## src/rtl/spi_pkg.sv

```systemverilog
// Shared types and helpers for the SPI responder: FSM states, frame lengths,
// SCK edge-role decode and TX bit selection.
package spi_pkg;

    typedef enum logic {
        ST_IDLE   = 1'b0,
        ST_ACTIVE = 1'b1
    } spi_state_t;

    localparam int FRAME_LEN_8  = 8;
    localparam int FRAME_LEN_16 = 16;

    typedef struct packed {
        logic sample;
        logic shift;
    } edge_role_t;

    // Leading edge leaves the CPOL idle level, trailing edge returns to it.
    function automatic edge_role_t edge_roles(input logic cpol, input logic cpha,
                                              input logic sck_rise, input logic sck_fall);
        edge_role_t r;
        logic leading;
        logic trailing;
        leading  = cpol ? sck_fall : sck_rise;
        trailing = cpol ? sck_rise : sck_fall;
        r.sample = cpha ? trailing : leading;
        r.shift  = cpha ? leading : trailing;
        return r;
    endfunction

    function automatic logic [3:0] last_bit_idx(input logic dff);
        return dff ? 4'(FRAME_LEN_16 - 1) : 4'(FRAME_LEN_8 - 1);
    endfunction

    function automatic logic tx_bit(input logic [15:0] sh, input logic dff, input logic lsb);
        if (lsb) begin
            return sh[0];
        end
        return dff ? sh[15] : sh[7];
    endfunction

endpackage

```

## src/rtl/spi_pin_sync.sv

```systemverilog
// Multi-stage synchroniser for one SPI pin with rise/fall detect taken from the
// last stage against one extra flop.
module spi_pin_sync
    import spi_pkg::*;
#(
    parameter int   SYNC_STAGES = 2,
    parameter logic RESET_VAL   = 1'b0
) (
    input  logic clk,
    input  logic rst_n,
    input  logic pin,
    output logic level,
    output logic rise,
    output logic fall
);

    logic [SYNC_STAGES-1:0] chain;
    logic                   prev;

    always_ff @(posedge clk or negedge rst_n) begin
        if (!rst_n) begin
            chain <= {SYNC_STAGES{RESET_VAL}};
            prev  <= RESET_VAL;
        end else begin
            chain <= {chain[SYNC_STAGES-2:0], pin};
            prev  <= chain[SYNC_STAGES-1];
        end
    end

    assign level = chain[SYNC_STAGES-1];
    assign rise  = chain[SYNC_STAGES-1] & ~prev;
    assign fall  = ~chain[SYNC_STAGES-1] & prev;

endmodule

```

## src/rtl/spi_slave_ctrl.sv

```systemverilog
// SPI responder core: all pins oversampled on clk, single-entry TX buffer,
// single-entry RX holding register, OVR/UDR reporting, CPOL/CPHA modes 0-3.
//
//   state     | meaning
//   ST_IDLE   | CS high, MISO tri-stated, waiting for CS falling edge
//   ST_ACTIVE | CS low, shifting frames with mode latched at CS assertion
module spi_slave_ctrl
    import spi_pkg::*;
#(
    parameter int SYNC_STAGES = 2
) (
    input  logic        clk,
    input  logic        rst_n,
    input  logic        CPOL,
    input  logic        CPHA,
    input  logic        DFF,
    input  logic        LSBFIRST,
    input  logic [15:0] i_TX_Word,
    input  logic        i_TX_Valid,
    output logic        o_TX_Ready,
    output logic [15:0] o_RX_Word,
    output logic        o_RX_Valid,
    input  logic        i_RX_Ready,
    output logic        o_OVR,
    output logic        o_UDR,
    input  logic        i_clr_err,
    output logic        o_BSY,
    input  logic        i_SPI_SCK,
    input  logic        i_SPI_MOSI,
    input  logic        i_SPI_CS,
    output logic        o_SPI_MISO,
    output logic        o_SPI_MISO_OE
);

    logic sck_s, sck_rise, sck_fall;
    logic mosi_s, mosi_rise, mosi_fall;
    logic cs_s, cs_rise, cs_fall;

    spi_pin_sync #(.SYNC_STAGES(SYNC_STAGES), .RESET_VAL(1'b0)) u_sync_sck (
        .clk(clk), .rst_n(rst_n), .pin(i_SPI_SCK),
        .level(sck_s), .rise(sck_rise), .fall(sck_fall)
    );
    spi_pin_sync #(.SYNC_STAGES(SYNC_STAGES), .RESET_VAL(1'b0)) u_sync_mosi (
        .clk(clk), .rst_n(rst_n), .pin(i_SPI_MOSI),
        .level(mosi_s), .rise(mosi_rise), .fall(mosi_fall)
    );
    // CS resets deasserted so reset release cannot fake a falling edge.
    spi_pin_sync #(.SYNC_STAGES(SYNC_STAGES), .RESET_VAL(1'b1)) u_sync_cs (
        .clk(clk), .rst_n(rst_n), .pin(i_SPI_CS),
        .level(cs_s), .rise(cs_rise), .fall(cs_fall)
    );

    logic unused_pin_edges;
    assign unused_pin_edges = ^{sck_s, mosi_rise, mosi_fall, cs_rise};

    spi_state_t  state;
    logic [3:0]  bit_cnt;
    logic        cpol_q, cpha_q, dff_q, lsb_q;
    logic [15:0] tx_buf;
    logic        tx_full;
    logic [15:0] tx_shift;
    logic [15:0] rx_shift;
    logic        frame_done;

    edge_role_t  role;
    logic        in_active, sample_ev, shift_ev, load_ev, advance_ev, tx_wr;
    logic [15:0] tx_next, rx_base, rx_next;
    logic        ovr_set;

    always_comb begin
        role       = edge_roles(cpol_q, cpha_q, sck_rise, sck_fall);
        in_active  = (state == ST_ACTIVE) && !cs_s;
        sample_ev  = in_active && role.sample;
        shift_ev   = in_active && role.shift;
        // bit_cnt is 0 both before the first CPHA=1 leading edge and after the
        // last CPHA=0 sample, so one condition covers both LOAD points.
        load_ev    = ((state == ST_IDLE) && cs_fall && !CPHA) || (shift_ev && (bit_cnt == 4'd0));
        advance_ev = shift_ev && (bit_cnt != 4'd0);
        tx_wr      = i_TX_Valid && !tx_full;

        tx_next = tx_shift;
        if (load_ev) begin
            tx_next = tx_full ? tx_buf : 16'h0000;
        end else if (advance_ev) begin
            tx_next = lsb_q ? (tx_shift >> 1) : (tx_shift << 1);
        end

        rx_base = (bit_cnt == 4'd0) ? 16'h0000 : rx_shift;
        if (!lsb_q) begin
            rx_next = {rx_base[14:0], mosi_s};
        end else if (dff_q) begin
            rx_next = {mosi_s, rx_base[15:1]};
        end else begin
            rx_next = {8'h00, mosi_s, rx_base[7:1]};
        end
    end

    always_ff @(posedge clk or negedge rst_n) begin
        if (!rst_n) begin
            state         <= ST_IDLE;
            bit_cnt       <= 4'd0;
            cpol_q        <= 1'b0;
            cpha_q        <= 1'b0;
            dff_q         <= 1'b0;
            lsb_q         <= 1'b0;
            tx_buf        <= 16'h0000;
            tx_full       <= 1'b0;
            tx_shift      <= 16'h0000;
            rx_shift      <= 16'h0000;
            frame_done    <= 1'b0;
            o_UDR         <= 1'b0;
            o_SPI_MISO    <= 1'b0;
            o_SPI_MISO_OE <= 1'b0;
        end else begin
            frame_done <= 1'b0;
            o_UDR      <= load_ev && !tx_full;
            tx_shift   <= tx_next;

            // A write landing on a LOAD cycle is not seen by that LOAD.
            if (load_ev && tx_full) begin
                tx_full <= 1'b0;
            end else if (tx_wr) begin
                tx_full <= 1'b1;
                tx_buf  <= i_TX_Word;
            end

            case (state)
                ST_IDLE: begin
                    o_SPI_MISO_OE <= 1'b0;
                    o_SPI_MISO    <= 1'b0;
                    if (cs_fall) begin
                        state         <= ST_ACTIVE;
                        bit_cnt       <= 4'd0;
                        cpol_q        <= CPOL;
                        cpha_q        <= CPHA;
                        dff_q         <= DFF;
                        lsb_q         <= LSBFIRST;
                        o_SPI_MISO_OE <= 1'b1;
                        o_SPI_MISO    <= tx_bit(tx_next, DFF, LSBFIRST);
                    end
                end
                ST_ACTIVE: begin
                    if (cs_s) begin
                        state         <= ST_IDLE;
                        bit_cnt       <= 4'd0;
                        tx_shift      <= 16'h0000;
                        o_SPI_MISO_OE <= 1'b0;
                        o_SPI_MISO    <= 1'b0;
                    end else begin
                        o_SPI_MISO <= tx_bit(tx_next, dff_q, lsb_q);
                        if (sample_ev) begin
                            rx_shift <= rx_next;
                            if (bit_cnt == last_bit_idx(dff_q)) begin
                                bit_cnt    <= 4'd0;
                                frame_done <= 1'b1;
                            end else begin
                                bit_cnt <= bit_cnt + 4'd1;
                            end
                        end
                    end
                end
            endcase
        end
    end

    assign ovr_set = frame_done && o_RX_Valid && !i_RX_Ready;

    always_ff @(posedge clk or negedge rst_n) begin
        if (!rst_n) begin
            o_RX_Word  <= 16'h0000;
            o_RX_Valid <= 1'b0;
            o_OVR      <= 1'b0;
        end else begin
            if (frame_done && !ovr_set) begin
                o_RX_Word  <= rx_shift;
                o_RX_Valid <= 1'b1;
            end else if (o_RX_Valid && i_RX_Ready) begin
                o_RX_Valid <= 1'b0;
            end
            o_OVR <= ovr_set | (o_OVR & ~i_clr_err);
        end
    end

    assign o_TX_Ready = ~tx_full;
    assign o_BSY      = ~cs_s;

endmodule

```

## config.mk

```make
export PLATFORM = sky130hd
export DESIGN_NAME = spi_slave_ctrl
export DESIGN_NICKNAME = d
export VERILOG_FILES = /design/src/rtl/spi_pkg.sv /design/src/rtl/spi_pin_sync.sv /design/src/rtl/spi_slave_ctrl.sv
export SDC_FILE = /design/constraint.sdc
export NUM_CORES = 1
export LEC_CHECK = 0
export ABC_AREA = 0
export BUFFER_PORTS_ARGS = -buffer_cell sky130_fd_sc_hd__buf_2
export CAP_MARGIN = 40
export CORE_MARGIN = 2
export CORE_UTILIZATION = 26
export CTS_CLUSTER_SIZE = 14
export DETAILED_ROUTE_END_ITERATION = 8
export HOLD_SLACK_MARGIN = 0.06
export MAX_ROUTING_LAYER = met4
export PLACE_DENSITY = 0.49
export SYNTH_ARGS = -nofsm -noshare
export SYNTH_HDL_FRONTEND = slang
export SYNTH_HIERARCHICAL = 1
export SYNTH_SLANG_ARGS = --single-unit
```

## constraint.sdc

```tcl
create_clock -name clk -period 5.45 [get_ports clk]
set_clock_uncertainty 0.05 [all_clocks]
set_input_delay 0 -clock clk [delete_from_list [all_inputs] [get_ports clk]]
set_output_delay 0 -clock clk [all_outputs]
set_load 0.02 [all_outputs]
```

; ---- Yosys cells after proc, flatten, opt, wreduce, memory -nomap -nowiden
; Index checks and enable logic that the tools add are counted.
[word_totals]
wordCells = 114
inputBits = 28
ff_bits = 88
out_inout_bits = 23
[op_classes]
eq_ne = 4
bitwise = 12
n_mux = 47
addsub = 1
reduce_logical = 28
[op_table]
columns = operator, n
row1 = $mux 16, 9
row2 = $mux 1, 29
row3 = $mux 4, 5
row4 = $logic_and 1x1->1, 14
row5 = $pmux 4 s2, 1
row6 = $not 1->1, 7
row7 = $pmux 1 s2, 3
row8 = $reduce_and 2->1, 3
row9 = $logic_not 1->1, 5
row10 = $add 4x1->4 const B, 1
row11 = $and 1x1->1, 4
row12 = $eq 4x4->1, 1
row13 = $logic_not 4->1, 1
row14 = $reduce_bool 2->1, 2
row15 = $reduce_bool 4->1, 1
row16 = $ne 3x1->1 const B, 1
row17 = $reduce_and 3->1, 1
row18 = $ne 2x1->1 const B, 1
row19 = $ne 2x2->1 const B, 1
row20 = $logic_or 1x1->1, 1
row21 = $or 1x1->1, 1

; ---- Longest topological paths before layout
[logic_depth]
depth_word = 12
ltp_mapped = 9
mapped_depth_nobuf = 8

; ---- Hierarchy
; The synthesis kept the hierarchy.
[by_module_without_submodules]
columns = module, n_inst, seq_area_each_um2, cells_per_inst, area_per_inst_um2
row1 = spi_slave_ctrl, 1, 2001.9, 357, 3813.7
row2 = spi_pin_sync (u_sync_mosi ...), 2, 75.1, 5, 90.1
row3 = spi_pin_sync (u_sync_cs), 1, 78.8, 5, 93.8

; ---- Least setup slack after synthesis
; OpenSTA, ideal clock, no wires.
[synth_timing]
kind = flip-flop to flip-flop
start = register u_sync_cs.prev
end = register o_SPI_MISO
path_buffers = 1
setup_time_ns = 0.064
t_required_ns = 5.336
t_arrival_ns = 1.843
period_less_slack_ns = 1.957
path_stages_with_launch = 9
setup_slack_ns = 3.493
path_cell_list = dfstp_2 > and2b_2 > or3b_1 > buf_6 > a21oi_2 > a31oi_1 > a211o_1 > mux2i_1 > a211o_1
[synth_via]
elab_chain_len = 9
elab_cells_between_ends = 14
classes_between = 10 x mux / 1 x bitwise / 3 x reduce/logical
[synth_rtl]
columns = element, line_no
row1 = from (decl), spi_pin_sync.sv:18  ; logic prev;
row2 = from (signal assigned), spi_pin_sync.sv:26  ; prev <= chain[SYNC_STAGES-1];
row3 = $and 1x1->1 *, spi_pin_sync.sv:32  ; assign fall = ~chain[SYNC_STAGES-1] & prev;
row4 = net cs_fall, spi_slave_ctrl.sv:37  ; logic cs_s, cs_rise, cs_fall;
row5 = $logic_and 1x1->1 (2 in series), spi_slave_ctrl.sv:77  ; load_ev = ((state == ST_IDLE) && cs_fall && !CPHA) || (shift_ev && (bit_cnt == 4'd0));
row6 = $logic_or 1x1->1, spi_slave_ctrl.sv:77
row7 = $mux 16, spi_slave_ctrl.sv:82  ; if (load_ev) begin
row8 = $mux 1 (on tied branches), "spi_pkg.sv:39, spi_pkg.sv:36"
row9 = $mux 1, spi_pkg.sv:39  ; return dff ? sh[15] : sh[7];
row10 = $mux 1 (on tied branches), "spi_slave_ctrl.sv:143, spi_slave_ctrl.sv:131"
row11 = $pmux 1 s2 *, spi_slave_ctrl.sv:127  ; case (state)
row12 = to (signal assigned), spi_slave_ctrl.sv:139  ; o_SPI_MISO <= tx_bit(tx_next, DFF, LSBFIRST);
row13 = to (signal assigned), spi_slave_ctrl.sv:150  ; o_SPI_MISO <= tx_bit(tx_next, dff_q, lsb_q);
row14 = to (decl), spi_slave_ctrl.sv:31  ; output logic o_SPI_MISO,
; The timed path passes the listed nets; every way through them passes the cells marked *. The select of a mux whose other input is x is not followed.
; A chain may end at the register's enable or synchronous reset.

; ---- Worst setup path in the final report
[layout_timing]
start = register lsb_q
end = register o_SPI_MISO
[layout_via]
elab_chain_len = 7
elab_cells_between_ends = 15
classes_between = 15 x mux
[layout_rtl]
columns = element, line_no
row1 = from (decl), spi_slave_ctrl.sv:58  ; logic cpol_q, cpha_q, dff_q, lsb_q;
row2 = from (signal assigned), spi_slave_ctrl.sv:105  ; lsb_q <= 1'b0;
row3 = from (signal assigned), spi_slave_ctrl.sv:137  ; lsb_q <= LSBFIRST;
row4 = $mux 16, spi_slave_ctrl.sv:85  ; tx_next = lsb_q ? (tx_shift >> 1) : (tx_shift << 1);
row5 = $mux 16, spi_slave_ctrl.sv:84  ; end else if (advance_ev) begin
row6 = $mux 16, spi_slave_ctrl.sv:82
row7 = $mux 1 (on tied branches), "spi_pkg.sv:39, spi_pkg.sv:36"
row8 = $mux 1, spi_pkg.sv:39
row9 = $mux 1 (on tied branches), "spi_slave_ctrl.sv:143, spi_slave_ctrl.sv:131"
row10 = $pmux 1 s2 *, spi_slave_ctrl.sv:127
; Mark *: on every way between the ends. The rest lies on a longest branch, timed or not. The select of a mux whose other input is x is not followed.

==> results.json <==
{
  "status": "completed",
  "fp.dieArea_um2": 16560,
  "setup_viol": 0,
  "seq_power_share": 0.495,
  "synthCells": 368,
  "grt_pass1_vias": 3033,
  "wl_per_cell_um": 14.06,
  "critPathSlowestCell": "dfrtp_1",
  "ant_nets": 0,
  "rsz0062_at_grt": "no",
  "die_x_um": 128.7,
  "fin_crit_sh": 0.4512,
  "dp_hpwl_mm": 6.136,
  "internal_power_mw": 1.329,
  "hold_viol_final": 0,
  "design.core.area_um2": 15200,
  "combPwrFrac": 0.210,
  "critPathMaxStageDelay_ns": 0.72,
  "antenna_found_initial": 0,
  "cp-end-kind": "flip-flop",
  "drive_above_1_share": 0.2578,
  "cp-startpoint": "lsb_q$_DFFE_PN0N_",
  "p_leak_nw": 2.310,
  "layout.cells.non_filler": 634,
  "cp_top_family": "compound AO/OA/AOI/OAI gates",
  "avgSynthCellArea_um2": 10.98,
  "dp.cells": 590,
  "swShare": 0.2989,
  "grt_max_degree": 56,
  "tightest_slew_ns": 0.7603,
  "syn2layout_area_growth_pct": 25.02,
  "max_freq_mhz": 406.7,
  "drt_iter0_markers": 160,
  "die_h_um": 128.7,
  "synth_area_um2": 4041,
  "grtUsageMet1": 0.1510,
  "syn-num-nets": 398,
  "use_met3": 0.02744,
  "wl_mm": 8.914,
  "cp.required_ns": 5.62,
  "cp_num_cells": 7,
  "rrSetupSlack_ns": 2.99,
  "root_buffer": "clkbuf_16",
  "fin_hold_ws_ns": 0.1287,
  "period_minus_slack_ns": 2.459,
  "drc": 0,
  "maxCapViolCount": 0,
  "io_buffers": 50,
  "globalRouteMet2Util": 0.1939,
  "grt.total_usage": 0.1205,
  "post-route-util": 0.3323,
  "critPathArrivalTime_ns": 2.63,
  "start_util": 0.2658,
  "clkTransAtPathRegs_ns": 0.06,
  "clock_latency_ns": 0.34,
  "overflow": 0,
  "power.density_nw_per_um2": 375.3,
  "numCtsBuffers": 9,
  "final.setup.tns_ns": 0,
  "slew_viol_final": 0,
  "vias": 2983,
  "htree_num_levels": 3,
  "n_antenna_cell": 0,
  "ios": 51,
  "gp_congestion": 0.7348,
  "avgViaCountPerCell": 4.705,
  "critPathKind": "reg2reg",
  "tritoncts": "done",
  "peakVddDrop_mv": 0.1950,
  "layout_commonest_cell": "dfrtp_1",
  "crit_chain": "buf_4 > mux2i_1 > a21oi_2 > a31oi_1 > a211o_1 > mux2i_1 > a211o_1",
  "busiest_layer": "met2",
  "yosysWarnings": 6,
  "switchingPower_mw": 0.5668,
  "grt_pass1_wl_mm": 15.34,
  "nets": 471,
  "rows": 45,
  "clkPwrFrac": 0.296,
  "cp_num_buf_inv": 1,
  "crit_path_max_fanout": 26,
  "cts_sinks": 88,
  "endpoint": "o_SPI_MISO$_DFF_PN0_",
  "r2r_end": "o_SPI_MISO$_DFF_PN0_",
  "final_cell_mix": "85 x dfrtp_1, 51 x nand2_1, 49 x buf_2",
  "worstSetupStartpointType": "flip-flop",
  "timing.rr.start": "lsb_q$_DFFE_PN0N_",
  "slew_headroom": 0.4931,
  "dr.pass1.iters": 4,
  "r2r_cells": 7,
  "worst_hold_path_type": "in2async",
  "clk_path_buf_depth": 2
}
through the flow:
stage	setup slack [ns]	power [mW]	instance area, µm²
3_3_place_gp	2.510	1.319	4439
6_report	2.991	1.896	5052
3_5_place_dp	2.967	1.337	4504
5_1_grt	2.836	2.019	5052
2_1_floorplan	3.508	1.210	4041
4_1_cts	2.957	1.922	5052
metal layers:
| metal | vias up | wire length [µm] | part of all wire |
|---|---|---|---|
| li1 | 1442 | - | - |
| met1 | 1478 | 4128 | 0.46 |
| met2 | 55 | 4413 | 0.50 |
| met3 | 8 | 270 | 0.030 |
| met4 | 0 | 101 | 0.011 |
| met5 | - | 0 | 0 |
power by group through the flow:
stage          Combinational, mW  Sequential [mW]  Clock, mW
3_5_place_dp               0.386            0.951          0
2_1_floorplan              0.332            0.878          0
3_3_place_gp               0.372            0.947          0
6_report                   0.397            0.938      0.560
4_1_cts                    0.402            0.939      0.580
5_1_grt                    0.451            0.963      0.604
state kept, by name, summed over array words and instances, names as in the netlist:
register and flops:
bit_cnt 4, cpha_q 1, cpol_q 1, dff_q 1, frame_done 1, lsb_q 1
o_OVR 1, o_RX_Valid 1, o_RX_Word 16, o_SPI_MISO 1, o_SPI_MISO_OE 1, o_UDR 1
rx_shift 16, state 1, tx_buf 16, tx_full 1, tx_shift 16, u_sync_cs/chain 2
u_sync_cs/prev 1, u_sync_mosi/chain 2, u_sync_sck/chain 2, u_sync_sck/prev 1
how the worst min path moves through the flow:
stage	start	endpoint	slack [ns]	cells past startpoint
6_report	rst_n	rx_shift[2]$_DFFE_PN0P_	0.13	3
2_1_floorplan	rst_n	bit_cnt[0]$_DFFE_PN0P_	-0.35	0
4_1_cts	rst_n	rx_shift[9]$_DFFE_PN0P_	0.12	3
5_1_grt	rst_n	rx_shift[2]$_DFFE_PN0P_	0.16	3
3_5_place_dp	rst_n	o_RX_Valid$_DFFE_PN0P_	-0.17	1
3_3_place_gp	rst_n	o_OVR$_DFF_PN0_	-0.17	1
timing repair:
| item | 4_1_cts | 5_1_grt |
|---|---|---|
| buffers inserted | 0 | 0 |
| hold endpoints to repair | 58 | 0 |
| resized for setup | 0 | 0 |
| hold buffers | 28 | 0 |
worst min-delay path, delay by kind of cell:
kind     cells  cell delay (ns)
buf+inv      3             0.89
layout make-up:
class	instances	area [µm²]
well taps	188	235.2
flip-flops and latches	88	2206
clock buffers	13	250.2
multi-input cells	247	1685
repair buffers	87	628.1
clock inverters	3	17.52
fillers	1537	10150
inverters	8	30.03
Power figures use the tool's default switching activity.
